--- config.mk ---
export PLATFORM = sky130hd
export DESIGN_NAME = comparator_iterative
export DESIGN_NICKNAME = d
export VERILOG_FILES = /design/src/rtl/comparator_iterative.sv
export SDC_FILE = /design/constraint.sdc
export NUM_CORES = 1
export LEC_CHECK = 0
export CORE_MARGIN = 4
export CORE_UTILIZATION = 35
export CTS_CLUSTER_DIAMETER = 100
export DETAILED_ROUTE_END_ITERATION = 7
export HOLD_SLACK_MARGIN = 0.08
export SLEW_MARGIN = 10
export SYNTH_ARGS = -nofsm -noshare
export SYNTH_HDL_FRONTEND = slang
export SYNTH_SLANG_ARGS = --single-unit
--- constraint.sdc ---
create_clock -name clk -period 7.3 [get_ports clk]
set_clock_uncertainty 0.2 [all_clocks]
set_input_delay 1.46 -clock clk [delete_from_list [all_inputs] [get_ports clk]]
set_output_delay 1.46 -clock clk [all_outputs]
set_load 0.05 [all_outputs]
--- src/rtl/comparator_iterative.sv ---
// Iterative wide comparator: scans operands MSB-first, CHUNK bits per cycle,
// and stops at the first differing chunk. Produces signed and unsigned
// relational flags behind a valid/ready handshake, so a wide compare never
// sits in a single-cycle timing path.

package signals;
  // Full comparison flag set, eq in the MSB.
  typedef struct packed {
    logic eq;
    logic neq;
    logic gt;
    logic lt;
    logic gtu;
    logic ltu;
  } compare_t;
endpackage

module comparator_iterative #(
  parameter int N     = 64,
  parameter int CHUNK = 8
) (
  input  logic              clk,
  input  logic              reset_n,
  input  logic              in_valid,
  output logic              in_ready,
  input  logic [N-1:0]      a,
  input  logic [N-1:0]      b,
  output logic              out_valid,
  input  logic              out_ready,
  output signals::compare_t result
);

  localparam int NCHUNK = N / CHUNK;
  localparam int IDX_W  = (NCHUNK > 1) ? $clog2(NCHUNK) : 1;
  localparam logic [IDX_W-1:0] LAST_IDX = IDX_W'(NCHUNK - 1);

  // Reject configurations where the chunks would not tile the operand exactly.
  if (CHUNK < 1 || CHUNK > N) begin : g_bad_chunk_range
    $error("comparator_iterative: CHUNK must satisfy 1 <= CHUNK <= N");
  end
  if (N % CHUNK != 0) begin : g_bad_chunk_tiling
    $error("comparator_iterative: N must be a multiple of CHUNK");
  end

  typedef enum logic [1:0] {
    IDLE,
    BUSY,
    DONE
  } state_e;

  state_e              state_q;
  logic [IDX_W-1:0]    idx_q;
  logic [N-1:0]        a_q;
  logic [N-1:0]        b_q;
  logic                in_ready_q;
  logic                out_valid_q;
  signals::compare_t   result_q;

  logic [CHUNK-1:0]    chunk_a;
  logic [CHUNK-1:0]    chunk_b;
  logic                chunk_ne;
  logic                chunk_gt;
  logic                sa;
  logic                sb;
  signals::compare_t   result_d;

  // Select the current chunk and form the flag set that would be committed if
  // the scan ended on this chunk.
  always_comb begin
    // NOTE: every combinational output gets a default first so no path can
    // leave it unassigned and infer a latch.
    chunk_a  = a_q[N-1-int'(idx_q)*CHUNK -: CHUNK];
    chunk_b  = b_q[N-1-int'(idx_q)*CHUNK -: CHUNK];
    chunk_ne = (chunk_a != chunk_b);
    chunk_gt = (chunk_a > chunk_b);
    sa       = a_q[N-1];
    sb       = b_q[N-1];
    result_d = '0;
    // Unsigned order is decided by the first differing chunk; if we finish on
    // an equal chunk it can only be the last one, so the operands are equal.
    result_d.eq  = ~chunk_ne;
    result_d.neq = chunk_ne;
    result_d.gtu = chunk_ne & chunk_gt;
    result_d.ltu = chunk_ne & ~chunk_gt;
    // Differing sign bits decide the signed order outright; otherwise it
    // matches the unsigned order.
    result_d.gt  = (~sa & sb) | (~(sa ^ sb) & result_d.gtu);
    result_d.lt  = (sa & ~sb) | (~(sa ^ sb) & result_d.ltu);
  end

  // Handshake/scan FSM with registered outputs and latched operand copies.
  always_ff @(posedge clk or negedge reset_n) begin
    // NOTE: sequential state is updated only with non-blocking assignments so
    // every register samples the pre-edge values of its neighbours.
    if (!reset_n) begin
      state_q     <= IDLE;
      idx_q       <= '0;
      // NOTE: the operand copies are reset as well, so result_d never sees
      // X operands even though nothing commits it before the first accept.
      a_q         <= '0;
      b_q         <= '0;
      in_ready_q  <= 1'b1;
      out_valid_q <= 1'b0;
      result_q    <= '0;
    end else begin
      unique case (state_q)
        IDLE: begin
          if (in_valid && in_ready_q) begin
            a_q        <= a;
            b_q        <= b;
            idx_q      <= '0;
            in_ready_q <= 1'b0;
            state_q    <= BUSY;
          end
        end
        BUSY: begin
          if (chunk_ne || (idx_q == LAST_IDX)) begin
            result_q    <= result_d;
            out_valid_q <= 1'b1;
            state_q     <= DONE;
          end else begin
            idx_q <= idx_q + 1'b1;
          end
        end
        DONE: begin
          if (out_ready) begin
            out_valid_q <= 1'b0;
            in_ready_q  <= 1'b1;
            state_q     <= IDLE;
          end
        end
        default: begin
          out_valid_q <= 1'b0;
          in_ready_q  <= 1'b1;
          state_q     <= IDLE;
        end
      endcase
    end
  end

  assign in_ready  = in_ready_q;
  assign out_valid = out_valid_q;
  assign result    = result_q;

endmodule

### Word level (Yosys, flattened, before mapping)

Index checks and enable logic that the tools add are counted.

| word-level totals | value |
|---|---|
| bits in registers | 141 |
| memory bits (writable) | 0 |
| memories | 0 |
| bits in latches | 0 |
| output and inout port bits | 8 |
| input bits | 132 |
| logic and storage cells | 64 |
| ROM bits | 0 |

| operators by class | value |
|---|---|
| bitwise logic cells | 16 |
| multipliers | 0 |
| reduce and logical (&&, ||, !) cells | 10 |
| shift operators | 2 |
| add/subtract/negate cells | 2 |
| div/mod/pow operators | 0 |
| eq/ne operators | 8 |
| $lt $le $gt $ge | 1 |
| mux-type cells | 13 |

Operator list:

| operator | count |
|---|---|
| indexed part select 71 x 7 -> 8 bit | 2 |
| AND reduction 3 bit | 4 |
| greater-than comparator 8 bit | 1 |
| != test 2 bit, second input constant | 4 |
| != test 8 bit | 1 |
| inverter 1 bit | 7 |
| subtractor 6 x 6 -> 7 bit, first input constant | 1 |
| AND 1 bit | 6 |
| 2-to-1 mux 2 bit | 3 |
| 2-to-1 mux 3 bit | 2 |
| one-hot mux 1 bit (3 select lines) | 2 |
| one-hot mux 2 bit (3 select lines) | 1 |
| one-hot mux 3 bit (2 select lines) | 1 |
| 2-to-1 mux 1 bit | 4 |
| AND reduction 2 bit | 2 |
| adder 3 x 1 -> 3 bit, second input constant | 1 |
| equality test 3 bit, second input constant | 1 |
| equality test 2 x 1 -> 1 bit, second input constant | 1 |
| equality test 2 bit, second input constant | 1 |
| zero test 2 bit | 1 |
| bitwise OR 1 bit | 2 |
| nonzero test 2 bit | 1 |
| logical AND 1 bit | 1 |
| logical OR 1 bit | 1 |
| bitwise XOR 1 bit | 1 |

### Depth between registers and ports, before layout

Gate-level depths: netlist (run 1).

| depth | value |
|---|---|
| depth in word-level cells | 7 |
| depth in mapped cells | 10 |

### Worst setup path before layout (run 1)

No wires, ideal clock.

| timing | value |
|---|---|
| kind | register to register |
| from | register idx_q[0] |
| to | register result_q (netlist bit result[2]) |
| stages on the path, launching flop included | 11 |
| required time | 6.972 ns |
| arrival | 2.617 ns |
| setup slack | 4.354 ns |
| cell sequence | dfrtp_1 buf_6 buf_12 mux4_1 mux2_2 ha_1 nand4_1 or2_1 o21ai_2 mux2i_1 o31ai_1 |

| between the ends | value |
|---|---|
| longest elaborated chain between the ends | 7 |
| elaborated cells between the ends (all ways) | 12 |

Ends and longest elaborated chain:

| element | line | RTL |
|---|---|---|
| start: declaration | 52 | `logic [IDX_W-1:0] idx_q;` |
| start signal: assignment | 122 | `idx_q <= idx_q + 1'b1;` |
| subtractor 6 x 6 -> 7 bit | 72, 73 |  |
| indexed part select 71 x 7 -> 8 bit, on equally long branches | 72, 73 |  |
| greater-than comparator 8 bit | 75 | `chunk_gt = (chunk_a > chunk_b);` |
| inverter 1 bit | 84 | `result_d.ltu = chunk_ne & ~chunk_gt;` |
| AND 1 bit | 84 |  |
| AND 1 bit | 88 | `result_d.lt = (sa & ~sb) \| (~(sa ^ sb) & result_d.ltu);` |
| bitwise OR 1 bit | 88 |  |
| end signal: assignment | 118 | `result_q <= result_d;` |
| end: declaration | 57 | `signals::compare_t result_q;` |

Parallel ways exist; a longest one is shown, timed or not.
A chain may end at the register's enable or synchronous reset.

### Final worst setup path (run 1)

Same ends and word-level chain as after synthesis.

==> results of run 1 <==
## cells by family after synthesis
family | count (synthesis)
simple gates | 410
flops | 141
fa+ha+maj | 12
buf+inv | 41
compound gates | 18
mux | 51
## worst paths after layout
kind | startpoint | to | slack [ps] | depth (start not counted)
setup reg to reg | idx_q[0] | result[2] | 3590 | 9
hold reg to reg | a_q[57] | a_q[57] | 270 | 2
min in group asynchronous | reset_n | b_q[8] | 830 | 1
max in group asynchronous | reset_n | idx_q[0] | 4630 | 2
hold / removal | a_q[57] | a_q[57] | 270 | 2
setup / recovery | idx_q[0] | result[2] | 3590 | 9
## worst min-delay path, cell delays in order (launching register included)
cell                      delay (ps)
sky130_fd_sc_hd__dfrtp_1         340
sky130_fd_sc_hd__nand2_1          50
sky130_fd_sc_hd__nand2_1          50
## routing by layer
metal / global-route usage [%] / up-vias / share of wire (%)
li1: - / 2429 / -
met1: 21.7 / 2323 / 48
met5: 0 / - / 0
met3: 3.77 / 18 / 4.9
met2: 24.1 / 110 / 46
met4: 5.51 / 0 / 1.7
## cells in the final DEF, fill, tap and decap left out
cell type                         netlist  final
sky130_fd_sc_hd__a21oi_1                6      6
sky130_fd_sc_hd__o211ai_1               1      1
sky130_fd_sc_hd__nor3b_4                0      1
sky130_fd_sc_hd__nor3_1                 1      1
sky130_fd_sc_hd__clkinv_4               0      3
sky130_fd_sc_hd__nand2b_4               1      1
sky130_fd_sc_hd__nor2_1                 3      3
sky130_fd_sc_hd__buf_6                 11      1
sky130_fd_sc_hd__o21ai_2                1      1
sky130_fd_sc_hd__or2_2                  1      1
sky130_fd_sc_hd__mux2i_1               11     11
sky130_fd_sc_hd__dfstp_2                1      1
sky130_fd_sc_hd__mux4_1                17     17
sky130_fd_sc_hd__buf_4                  1      6
sky130_fd_sc_hd__or3b_4                 0      1
sky130_fd_sc_hd__nor3b_2                2      1
sky130_fd_sc_hd__nand4_1                2      2
sky130_fd_sc_hd__and2_1                 1      1
sky130_fd_sc_hd__o21ai_1                1      1
sky130_fd_sc_hd__clkbuf_8               0      3
sky130_fd_sc_hd__nand2_1              395    395
sky130_fd_sc_hd__or2_1                  1      1
sky130_fd_sc_hd__o31ai_1                1      1
sky130_fd_sc_hd__clkbuf_16              0     17
sky130_fd_sc_hd__a22o_1                 1      1
sky130_fd_sc_hd__clkbuf_1               8      2
sky130_fd_sc_hd__clkdlybuf4s50_1        0    138
sky130_fd_sc_hd__dfrtp_2                0      1
sky130_fd_sc_hd__dfrtp_1              140    139
sky130_fd_sc_hd__clkinv_2               0      5
sky130_fd_sc_hd__clkinvlp_4             0      2
sky130_fd_sc_hd__mux2_2                 8      8
sky130_fd_sc_hd__nor2b_1                2      2
sky130_fd_sc_hd__ha_1                  12     12
sky130_fd_sc_hd__o21ai_0                7      7
sky130_fd_sc_hd__inv_1                  3      3
sky130_fd_sc_hd__mux4_2                15     15
## sequential cells by signal (all words and copies together) (netlist names)
name and count:
a_q 64, state_q 2, result 6, in_ready 1, b_q 64, out_valid 1, idx_q 3
## metrics by stage
stage	cells	power, mW	cell area, um2	worst slack [ps]	util [%]
after global placement	1014	2.56	8110	3360	43.4
final	1046	3.33	8650	3590	46.2
after global routing	1046	3.61	8650	3310	46.2
after CTS	1046	3.39	8650	3530	46.2
after detailed placement	1014	2.59	8110	3320	43.4
after floorplan	673	2.20	6650	4350	-
## power breakdown
group          leakage (nW)  internal [mW]  total, mW  switching, mW
Sequential             1.79           1.15       1.37          0.227
Clock                 0.266          0.459      0.782          0.323
Combinational          2.19          0.603       1.18          0.574
Total                  4.25           2.21       3.33           1.12
## area by class of cell
type	count	area (um2)
fill	1807	10100
sequential	141	3530
multi-input combinational	491	2840
timing repair buffer	145	1440
inverter	3	11.3
clock buffer	22	474
tap	234	293
clock inverter	10	66.3
==> impl_metrics.tcl, run 1 <==
set metrics [dict create \
    result_of_the_run "finished, final reports clean" \
    crit_chain "buf_4, mux4_1, mux2_2, ha_1, nand4_1, or2_1, o21ai_2, mux2i_1, o31ai_1" \
    finalWeightedCongestion 0.746 \
    critical_path.max_stage_delay_ps 670 \
    drt_iter0_drc 203 \
    async_flop_share_pct 100 \
    synthDominantAreaCellType "sky130_fd_sc_hd__dfrtp_1" \
    critical_path.max_fanout 26 \
    critPathBufInv 1 \
    cts_tree "yes" \
    synth-simple-area-share_pct 23.9 \
    clkLatencyLatePin_ps 430 \
    total_power_divided_by_cell_area_mw_per_mm2 385 \
    setup_total_negative_slack_ps 0 \
    vias_in_the_first_global_route 5132 \
    cts_hold_bufs 0 \
    cts_inserted_buffers 17 \
    number_of_sinks_on_the_clock_net 141 \
    grt_first_pass_wirelength_um 26400 \
    global_route.overflow_total 0 \
    cts.clk_slew.worst_paths_ps 60 \
    post_drt_antenna_nets 0 \
    via_count 4880 \
    timing.critical_path.arrival_ps 3800 \
    required_ps 7380 \
    numPortBuffers 139 \
    synth_cell_types 32 \
    clock-root-buffer "sky130_fd_sc_hd__clkbuf_16" \
    drt-total-wl_um 16000 \
    synth.net_count 817 \
    die_width_um 146 \
    cp-start-kind "flop" \
    finalHoldViolCount 0 \
    row_count 50 \
    synthDominantCellAreaShare_pct 52.7 \
    power.leakage_nw 4.25 \
    dp.final_hpwl_um 11000 \
    peakVddDrop_v 0.000202 \
    finalCritPeriodShare_pct 50.8 \
    synth_compound_gate_area_share_pct 1.54 \
    ys_ff_latch 141 \
    syn-mean-instance-area_um2 9.87 \
    multiplexer_fraction_of_the_synthesized_cell_area_pct 14.8 \
    worst_path_max_delay_cell "sky130_fd_sc_hd__mux4_1" \
    yosysWarnings 0 \
    final_period_minus_worst_setup_slack_ps 3710 \
    fin_worst_hold_slack_ps 267 \
    drt_pre_antenna_iters 4 \
    clk_path_buf_depth 2 \
    post_synth_fa_ha_maj_area_fraction_pct 2.26 \
    detail_route.wl_per_cell_um 15.3 \
    yosysSeqAreaShare_pct 53.1 \
    drv_cap 0 \
    synthFlopType "sky130_fd_sc_hd__dfrtp_1" \
    syn-cell-area_mm2 0.00665 \
    diodes 0 \
    max-slew-margin-rel_pct 36.7 \
    dominant_combinational_cell_family_by_area_after_synthesis "simple AND/OR/NAND/NOR gates" \
    post_route_cells_drive_above_1_share_pct 8.37 \
    global_routing_usage_summed_across_all_routing_layers_pct 15.7 \
    floorplan.io_pins 140 \
    remaining_drc_errors 0 \
    via_per_inst 4.67 \
    synthesis.instances 673 \
    crit_family "multiplexers" \
    start_to_end_type_of_the_worst_setup_path "reg -> reg" \
    initial_utilization_pct 35.5 \
    fmaxAchievable_mhz 269 \
    pin_count_of_the_biggest_net_entering_global_routing 88 \
    floorplan.die_area_mm2 0.0213 \
    synth-xor-area-share_pct 0 \
    drv_slew 0 \
    post-cts-setup-buffer-count 0 \
    crit_path_end_kind "flop" \
    grt_setup_unrepaired "false" \
    number_of_resized_instances_in_the_post_cts_repair_step 0 \
    grt_antenna_before_repair 0 \
    htree_num_levels 4 \
    synth.top_cells.by_count "sky130_fd_sc_hd__nand2_1 (395), sky130_fd_sc_hd__dfrtp_1 (140), sky130_fd_sc_hd__mux4_1 (17)" \
    synth-edff-count 0 \
    yosysMostFrequentCell "sky130_fd_sc_hd__nand2_1" \
    timing.final.setup_violations 0 \
    area_delta_synth_final_pct 30.2 \
    hold_path.class "reg -> reg" \
    final_nets 943 \
    die_height_um 146 \
    core_area_mm2 0.0187 \
    worstMarginPinSlew_ps 950 \
    synth_top_cells_by_area "sky130_fd_sc_hd__dfrtp_1 (53%), sky130_fd_sc_hd__nand2_1 (22%), sky130_fd_sc_hd__mux4_1 (6.7%), sky130_fd_sc_hd__mux4_2 (5.1%), sky130_fd_sc_hd__ha_1 (2.3%)" \
]
Power figures use the tool's default switching activity.
==> inputs of run 2 (changes only) <==
Clock period 7.3 ns to 3.1 ns, I/O delays scaled along.
==> impl_metrics.tcl, run 2 (same netlist as run 1, synthesis figures left out) <==
set metrics [dict create \
    finalInstanceArea_mm2 0.00900 \
    critical_path.max_stage_delay_ps 570 \
    crit_chain "buf_12, mux4_1, mux2_2, ha_1, nand4_1, or2_4, nor3b_4, mux2i_1" \
    finalWeightedCongestion 0.777 \
    report.power.total_mw 8.42 \
    drv_slew 0 \
    placement.cell_area_mm2 0.00826 \
    clock-root-buffer "sky130_fd_sc_hd__clkbuf_16" \
    die_height_um 146 \
    layout.core_utilization_pct 48.1 \
    remaining_drc_errors 0 \
    post_drt_antenna_nets 0 \
    crit_family "multiplexers" \
    finalWorstSetupSlack_ps 122 \
    peakVddDrop_v 0.000475 \
    result_of_the_run "finished, final reports clean" \
    clk_path_buf_depth 2 \
    core_area_mm2 0.0187 \
    numPortBuffers 139 \
    row_count 50 \
    power.leakage_nw 4.38 \
    final_period_minus_worst_setup_slack_ps 2980 \
    cts.clk_slew.worst_paths_ps 60 \
    filler_cell_count 1716 \
    pin_count_of_the_biggest_net_entering_global_routing 73 \
    vias_in_the_first_global_route 5199 \
    worstMarginPinSlew_ps 499 \
    most_used_cells_in_the_layout_excluding_fill_and_tap_cells "sky130_fd_sc_hd__nand2_1 (395), sky130_fd_sc_hd__dfrtp_1 (139), sky130_fd_sc_hd__clkdlybuf4s50_1 (138), sky130_fd_sc_hd__clkbuf_16 (19), sky130_fd_sc_hd__mux4_2 (17)" \
    clkLatencyLatePin_ps 430 \
    max-slew-margin-rel_pct 66.6 \
    comb_power_share_pct 36.5 \
    drt_iter0_drc 346 \
    cp-start-kind "flop" \
    dp.final_hpwl_um 12100 \
    setup_total_negative_slack_ps 0 \
    global_routing_usage_summed_across_all_routing_layers_pct 16.2 \
    start_to_end_type_of_the_worst_setup_path "reg -> reg" \
    netSwitchingFraction_pct 33.5 \
    cts_tree "yes" \
    hold_path.class "reg -> reg" \
    initial_utilization_pct 35.5 \
    post_route_cells_drive_above_1_share_pct 10.7 \
    p_seq_share_pct 38.7 \
    layout_commonest_cell "sky130_fd_sc_hd__nand2_1" \
    final_nets 959 \
    detail_route.wl_per_cell_um 16.0 \
    multiInputGateArea_mm2 0.00286 \
    drt-total-wl_um 17000 \
    post-place-cells 1023 \
    htree_num_levels 4 \
    area_delta_synth_final_pct 35.4 \
    fin_worst_hold_slack_ps 265 \
    timing.final.setup_violations 0 \
    via_per_inst 4.71 \
    place_ws_ps 8.99 \
    critical_path.max_fanout 6 \
    fmaxAchievable_mhz 336 \
    finalHoldViolCount 0 \
    sequential_cell_area_mm2 0.00353 \
    worst_path_max_delay_cell "sky130_fd_sc_hd__mux4_1" \
    via_count 5006 \
    final_cells 1062 \
    floorplan.die_area_mm2 0.0213 \
    p_switching_mw 2.82 \
    drt_pre_antenna_iters 4 \
    grt_first_pass_wirelength_um 27400 \
    drv_cap 0 \
    die_width_um 146 \
    diodes 0 \
    number_of_sinks_on_the_clock_net 141 \
    grt_antenna_before_repair 0 \
    required_ps 3250 \
    global_route.overflow_total 0 \
    timing.critical_path.arrival_ps 3130 \
    finalCritPeriodShare_pct 96.1 \
    critPathBufInv 1 \
    crit_path_end_kind "flop" \
    cell_internal_pwr_mw 5.60 \
    total_power_divided_by_cell_area_mw_per_mm2 936 \
    cts_inserted_buffers 17 \
    power.share.clock_pct 24.9 \
    floorplan.io_pins 140 \
]
==> run 2: cell count changes in the layout (fill, tap and decap cells not counted), sizes merged <==
| cell | previous run | this run |
|---|---|---|
| clkbuf | 22 | 20 |
| buf | 7 | 20 |
| clkinv | 8 | 5 |
| dlygate4sd3 | 0 | 1 |
| clkinvlp | 2 | 5 |
| inv | 3 | 4 |
| bufinv | 0 | 3 |
==> run 2: cell type report <==
type / instances / share of cell area (%)
clock buffer: 18 / 4.88
clock inverter: 14 / 1.88
multi-input combinational: 491 / 31.8
timing repair buffer: 161 / 18.8
tap: 234 / 3.25
sequential: 141 / 39.2
inverter: 3 / 0.125
==> run 2: path summary, 6_finish.rpt <==
check                      slack, ps   endpoint  cells past startpoint     start
max                              120   idx_q[0]                      8  idx_q[0]
min                              260    b_q[25]                      2   b_q[25]
max reg2reg                      120   idx_q[0]                      8  idx_q[0]
min reg2reg                      260    b_q[25]                      2   b_q[25]
max in group asynchronous       1520     a_q[4]                      3   reset_n
min in group asynchronous        520  out_valid                      2   reset_n
==> run 2: timing repair <==
action / CTS / global route
cloned: 0 / 2
hold buffers: 1 / 0
resized for setup: 1 / 5
pin swaps: 0 / 2
hold endpoints to repair: 45 / 0
setup endpoints to repair: 1 / 12
setup buffers: 0 / 4
==> run 2: power groups by stage <==
stage               Sequential, mW  Clock, mW  Combinational (mW)
floorplan                     3.17          0                2.01
global placement              3.30          0                2.82
detailed placement            3.27          0                2.91
CTS                           3.25       2.13                2.95
global route                  3.36       2.21                3.46
finish                        3.25       2.09                3.07
==> run 2: worst min-delay path, delay by kind of cell (launching register included) <==
| kind | cells | cell delay [ps] |
|---|---|---|
| DFF | 1 | 330 |
| and+or+nand+nor | 2 | 100 |
==> run 2: layer usage <==
metal  GRT usage, %  up-vias  part of all wire (%)
li1               -     2466                     -
met4           4.84        0                   1.5
met1           22.7     2379                    46
met3           4.17       16                   5.3
met2           25.1      145                    47
met5              0        -                     0
